===== src/rtl/clause1.sv =====
// Single SAT clause: stores one literal per variable slot and drives either a
// unit implication or a conflict onto the variable bus, purely combinationally.
module clause1 #(
  parameter int unsigned NUM_VARS = 8
) (
  input  logic                    clk,
  input  logic                    rst,
  input  logic                    wr_i,
  input  logic [NUM_VARS*3-1:0]   var_value_i,
  output logic [NUM_VARS*3-1:0]   var_value_o,
  input  logic [4:0]              clause_len_i,
  output logic [4:0]              clause_len_o,
  input  logic                    apply_backtrack_i
);

  localparam int unsigned CW = $clog2(NUM_VARS + 1);

  logic [NUM_VARS-1:0][1:0] lit_q;
  logic                     clausesat_0;
  logic [CW-1:0]            freelitcnt_0;
  logic                     any_member;
  logic                     imp_drv_0;
  logic                     cclause_drv_0;

  // Literal and length storage; reset clears every slot to absent.
  always_ff @(posedge clk or negedge rst) begin
    if (!rst) begin
      lit_q        <= '0;
      clause_len_o <= '0;
    end else if (wr_i) begin
      for (int i = 0; i < int'(NUM_VARS); i++) begin
        lit_q[i] <= var_value_i[3*i+1 +: 2];
      end
      clause_len_o <= clause_len_i;
    end
  end

  // Clause evaluation against the current variable assignment.
  always_comb begin
    clausesat_0  = 1'b0;
    freelitcnt_0 = '0;
    any_member   = 1'b0;
    for (int i = 0; i < int'(NUM_VARS); i++) begin
      if (lit_q[i] != 2'b00) begin
        any_member = 1'b1;
        if (var_value_i[3*i+1 +: 2] == lit_q[i]) begin
          clausesat_0 = 1'b1;
        end
        if (var_value_i[3*i+1 +: 2] == 2'b00) begin
          freelitcnt_0 = freelitcnt_0 + CW'(1);
        end
      end
    end
  end

  assign imp_drv_0     = !clausesat_0 && (freelitcnt_0 == CW'(1)) && !apply_backtrack_i;
  assign cclause_drv_0 = !clausesat_0 && (freelitcnt_0 == CW'(0)) && any_member
                         && !apply_backtrack_i;

  // Drive the lone free literal as implied, or flag every member as conflicting.
  always_comb begin
    var_value_o = '0;
    for (int i = 0; i < int'(NUM_VARS); i++) begin
      if (lit_q[i] != 2'b00) begin
        if (imp_drv_0 && (var_value_i[3*i+1 +: 2] == 2'b00)) begin
          var_value_o[3*i +: 3] = {lit_q[i], 1'b1};
        end else if (cclause_drv_0) begin
          var_value_o[3*i +: 3] = {2'b11, var_value_i[3*i]};
        end
      end
    end
  end

endmodule


===== config.mk =====
export PLATFORM = sky130hd
export DESIGN_NAME = clause1
export DESIGN_NICKNAME = d
export VERILOG_FILES = /design/src/rtl/clause1.sv
export SDC_FILE = /design/constraint.sdc
export NUM_CORES = 1
export LEC_CHECK = 0
export CAP_MARGIN = 20
export CORE_ASPECT_RATIO = 0.6
export CORE_MARGIN = 4
export CORE_UTILIZATION = 50
export DETAILED_ROUTE_END_ITERATION = 7
export GPL_TIMING_DRIVEN = 0
export PLACE_DENSITY = 0.82
export SLEW_MARGIN = 15
export SYNTH_ARGS = -nofsm -noshare
export SYNTH_HDL_FRONTEND = slang
export SYNTH_SLANG_ARGS = --single-unit

===== constraint.sdc =====
create_clock -name clk -period 9.98 [get_ports clk]
set_input_delay 1.996 -clock clk [delete_from_list [all_inputs] [get_ports clk]]
set_output_delay 1.996 -clock clk [all_outputs]
set_load 0.02 [all_outputs]

Word-level counts from Yosys, hierarchy flattened
Cells that the tools add are included.
{ "totals": {"ff_bits": 21, "in_bits": 33, "output_inout_bits": 29, "word_cells": 121} }
{ "op_classes": {"n_addsub": 7, "eq_ne": 9, "n_mux": 64, "reduce_logical": 32} }
{ "op_table": {"columns": ["cell", "n"], "rows": [
  ["2-to-1 mux 3 bit", 24],
  ["2-to-1 mux 4 bit", 14],
  ["adder 4 x 1 -> 4 bit, second input constant", 7],
  ["2-to-1 mux 1 bit", 26],
  ["== test 2 bit", 8],
  ["logical NOT 2 bit", 8],
  ["nonzero test 2 bit", 8],
  ["logical AND 1 bit", 13],
  ["== test 4 x 1 -> 1 bit, second input constant", 1],
  ["logical NOT 4 bit", 1],
  ["logical NOT 1 bit", 2]
]} }

Logic depth before layout (Yosys ltp)
{ "depth": {"word_depth": 31, "ltp_mapped": 32, "mapped_depth_nobuf": 31} }

Worst setup path after synthesis
No wires, ideal clock.
{ "synth_timing": {"path_kind": "input to output", "start": "input var_value_i[1]", "end": "output var_value_o[22]", "arrival_time_ns": 7.839, "required_ns": 7.984, "path_slack_ns": 0.145, "stages": 30, "n_path_buf": 1, "cell_sequence": "nor3_1 -> ha_1 -> o21a_1 -> a31oi_4 -> inv_1 -> ha_1 -> nand3_1 -> and2_1 -> inv_1 -> ha_1 -> nor2_1 -> a21oi_1 -> ha_1 -> mux2_2 -> ha_1 -> nor4_1 -> a211oi_2 -> ha_1 -> nand2_1 -> nand2_1 -> ha_1 -> o211ai_1 -> nand4_1 -> a2111oi_0 -> o21a_1 -> o21ai_2 -> nor3b_4 -> buf_4 -> nand2_1 -> a221oi_1"} }
{ "synth_via": {"elab_chain_len": 31, "elab_cells_between_ends": 53, "cone_classes": "add/sub (7); eq/ne (2); mux (35); reduce/logical (9)"} }
{ "synth_rtl": {"columns": ["item", "line_no", "source"], "rows": [
  ["start: declaration", "9", "input logic [NUM_VARS*3-1:0] var_value_i,"],
  ["logical NOT 2 bit", "49", "if (var_value_i[3*i+1 +: 2] == 2'b00) begin"],
  ["2-to-1 mux 1 bit", "49", null],
  ["2-to-1 mux 1 bit", "44", "if (lit_q[i] != 2'b00) begin"],
  ["adder 4 x 1 -> 4 bit", "50", "freelitcnt_0 = freelitcnt_0 + CW'(1);"],
  ["2-to-1 mux 4 bit", "49", null],
  ["2-to-1 mux 4 bit", "44", null],
  ["adder 4 x 1 -> 4 bit", "50", null],
  ["2-to-1 mux 4 bit", "49", null],
  ["[... 14 more ...]", null, null],
  ["2-to-1 mux 4 bit", "49", null],
  ["2-to-1 mux 4 bit", "44", null],
  ["logical NOT 4 bit", "57", "assign cclause_drv_0 = !clausesat_0 && (freelitcnt_0 == CW'(0)) && any_member"],
  ["logical AND 1 bit (2 in series)", "57", null],
  ["logical AND 1 bit", "58", "&& !apply_backtrack_i;"],
  ["2-to-1 mux 3 bit", "67", "end else if (cclause_drv_0) begin"],
  ["2-to-1 mux 3 bit (*)", "65", "if (imp_drv_0 && (var_value_i[3*i+1 +: 2] == 2'b00)) begin"],
  ["2-to-1 mux 3 bit (*)", "64", "if (lit_q[i] != 2'b00) begin"],
  ["end: declaration", "10", "output logic [NUM_VARS*3-1:0] var_value_o,"]
]} }
Every way passes the cells marked *; elsewhere a longest branch is shown, timed or not.

Final worst setup path
{ "layout_timing": {"start": "input var_value_i[1]", "end": "output var_value_o[10]"} }
The elaborated chain is that of the path after synthesis.

==> out/results.ini <==
[power]
p_leak_nw = 1.30
clkPwrFrac = 0.149
powerDensity_nw_per_um2 = 117
netSwitchingFraction = 0.416
power_switching_uw = 163
p_seq_frac = 0.270
power.share.combinational = 0.581
ir_drop_mv = 0.0697
p_int_uw = 228

[sta]
clock-skew-final_ns = 0
tightest_slew_ns = 0.815
fin_tns_setup_ns = 0
hold_viol_final = 0
setup_viol = 0
finalMaxSlewViolations = 0
worst_slack_ns = 0.220
finalCritPeriodShare = 0.978
slew_headroom = 0.452
clock.fmax_ghz = 0.102
fin_crit_ns = 9.76

[cells_and_area]
fillerInstances = 292
layout-drive-gt1-share = 0.393
finalNetCount = 367
antenna_cells = 0
stdcell_count = 386
final_util = 0.778
area.growth.synth_to_final_pct = 43.1

[placed_design]
gp_congestion = 0.902
dp_slack_ns = -1.87
port_buffers = 57
placed_cells = 368
hpwl_mm = 5.34

[outcome]
status = finished, final reports clean

[worst_hold_path]
hold_depth = 1
hold_path_class = flop to flop

[detailed_routing]
drtAntennaViolNets = 0
drc = 0
num_vias = 2495
wl_per_cell_um = 20.0
wl_mm = 7.72
dr.pass1.iters = 5
drt_iter0_drc = 222
viasPerCell = 6.46

[grt]
grtUsageTotal = 0.273
grt_pass1_wl_mm = 12.1
antenna_found_initial = 0
grt_pass1_vias = 2380
grt.met1_usage = 0.379
use_met3 = 0.0682
grt_max_degree = 22
grt_most_used_layer = met2
grt-ovfl-total = 0
grt_util_met2 = 0.431

[logic_synthesis]
syn_nets = 291
netlist.area_leader.share = 0.225
yosys_register_bits = 21
ys_warn_count = 0
synth-edff-count = 0
yosysTopAreaCell = dfrtp_1
syn_area_um2 = 2340
syn_inst = 251
synth_flop_cell = dfrtp_1
synth.distinct_cells = 59
seq_area_frac_synth = 0.225
avgSynthCellArea_um2 = 9.31
synth_common_cells = mux2_2 (22), nor2_1 (22), dfrtp_1 (21), nand2_1 (18)
synthTopCellsByArea = dfrtp_1 (22%), mux2_2 (11%), xnor2_1 (6.0%), a221oi_1 (3.7%), ha_1 (3.7%)
async_flop_share = 1.00

[cts]
clkLatencyLatePin_ns = 0.27
clkSinkCount = 21
cts_tree = done
cts_buffers = 3
root_buffer = clkbuf_8
cts.hold.buffers_added = 0
htree_levels = 1
path_clk_slew_ns = 0.08
ctsLongestPathBuffers = 2

[floorplan]
pin_count = 62
initial_core_util = 0.543
fp.dieW_um = 96.3
die_y_um = 61.0
core_area_um2 = 4300
die_area_um2 = 5870
rows = 18

[critical_path]
cpMaxStageDelayCell = ha_1
crit_fanout = 10
crit_type = input pin to primary output
start_kind = input pin
crit_arrival_ns = 7.76
crit_top_cell = ha_4
cp.required_ns = 7.98
cp-end-kind = primary output
worstRegToRegCells = 1
critPathMaxStageDelay_ns = 0.30

[run]
max_cap_viol_count = 0

==> area by class of cell <==
cell class	count	area [um^2]	area share
Multi-Input combinational cell	215	1950	0.583
Timing Repair Buffer	71	633	0.189
Sequential cell	21	526	0.157
Buffer	12	105	0.0314
Tap cell	60	75.1	0.0224
Clock buffer	3	41.3	0.0123
Inverter	3	11.3	0.00337
Clock inverter	1	5.00	0.00150
==> layout by cell type (no fill, tap or decap), drive strengths merged, types with 8 or more instances in the layout <==
master	count
buf	38
clkdlybuf4s50	29
nor2	26
mux2	23
dfrtp	21
nand2	19
xnor2	18
nor3	17
a221oi	14
nand3	13
clkbuf	11
o21ai	8
a21oi	8
==> per-stage QoR <==
stage	hold slack (ns)	power, mW	area [um^2]
6_report	0.515	0.391	3350
4_1_cts	0.518	0.377	3290
5_1_grt	0.548	0.411	3350
3_5_place_dp	0.499	0.287	2980
3_3_place_gp	0.488	0.283	2980
2_1_floorplan	0.562	0.225	2340
==> worst max-delay path, delay by kind of cell <==
kind	cells	cell delay [ns]
buffers and inverters	7	0.97
adders and majority gates	6	1.53
and+or+nand+nor	9	0.97
AOI/OAI and AO/OA	10	1.80
muxes	2	0.49
==> routing by layer <==
metal / wire [um] / up-vias
li1: - / 1102
met4: 154 / 0
met1: 3370 / 1200
met5: 0 / -
met2: 3390 / 169
met3: 809 / 24
==> flip-flops by register name, indices dropped and copies added, names as in the netlist <==
| register | cells |
|---|---|
| lit_q | 16 |
| clause_len_o | 5 |
==> path summary, 6_finish.rpt <==
check,from,end,slack [ns]
max,var_value_i[1],var_value_o[10],0.22
min,clause_len_o[4],clause_len_o[4],0.51
max reg2reg,lit_q[14],lit_q[14],9.09
min reg2reg,clause_len_o[4],clause_len_o[4],0.51
max in group asynchronous,rst,lit_q[1],7.40
min in group asynchronous,rst,lit_q[8],2.07
==> repair_timing <==
| item | 4_1_cts | 5_1_grt |
|---|---|---|
| gates cloned | 1 | 0 |
| pin swaps | 15 | 8 |
| endpoints found under the hold margin | 0 | 0 |
| setup endpoints to repair | 24 | 24 |
| gates resized for setup | 148 | 16 |
| setup buffers | 9 | 3 |
==> logic make-up after synthesis <==
family / count (synthesis) / share of synthesized area
mux: 24 / 0.117
simple gates: 110 / 0.269
buf+inv: 15 / 0.0364
flops: 21 / 0.225
fa+ha+maj: 7 / 0.0375
compound gates: 50 / 0.187
xor+xnor: 24 / 0.128
==> power by group through the flow <==
stage / clock network, mW / logic (mW) / registers, mW
2_1_floorplan: 0 / 0.119 / 0.106
3_3_place_gp: 0 / 0.178 / 0.106
5_1_grt: 0.0623 / 0.241 / 0.107
6_report: 0.0581 / 0.227 / 0.106
4_1_cts: 0.0580 / 0.214 / 0.105
3_5_place_dp: 0 / 0.181 / 0.106
Note: power is estimated with default switching activity, not from simulation.
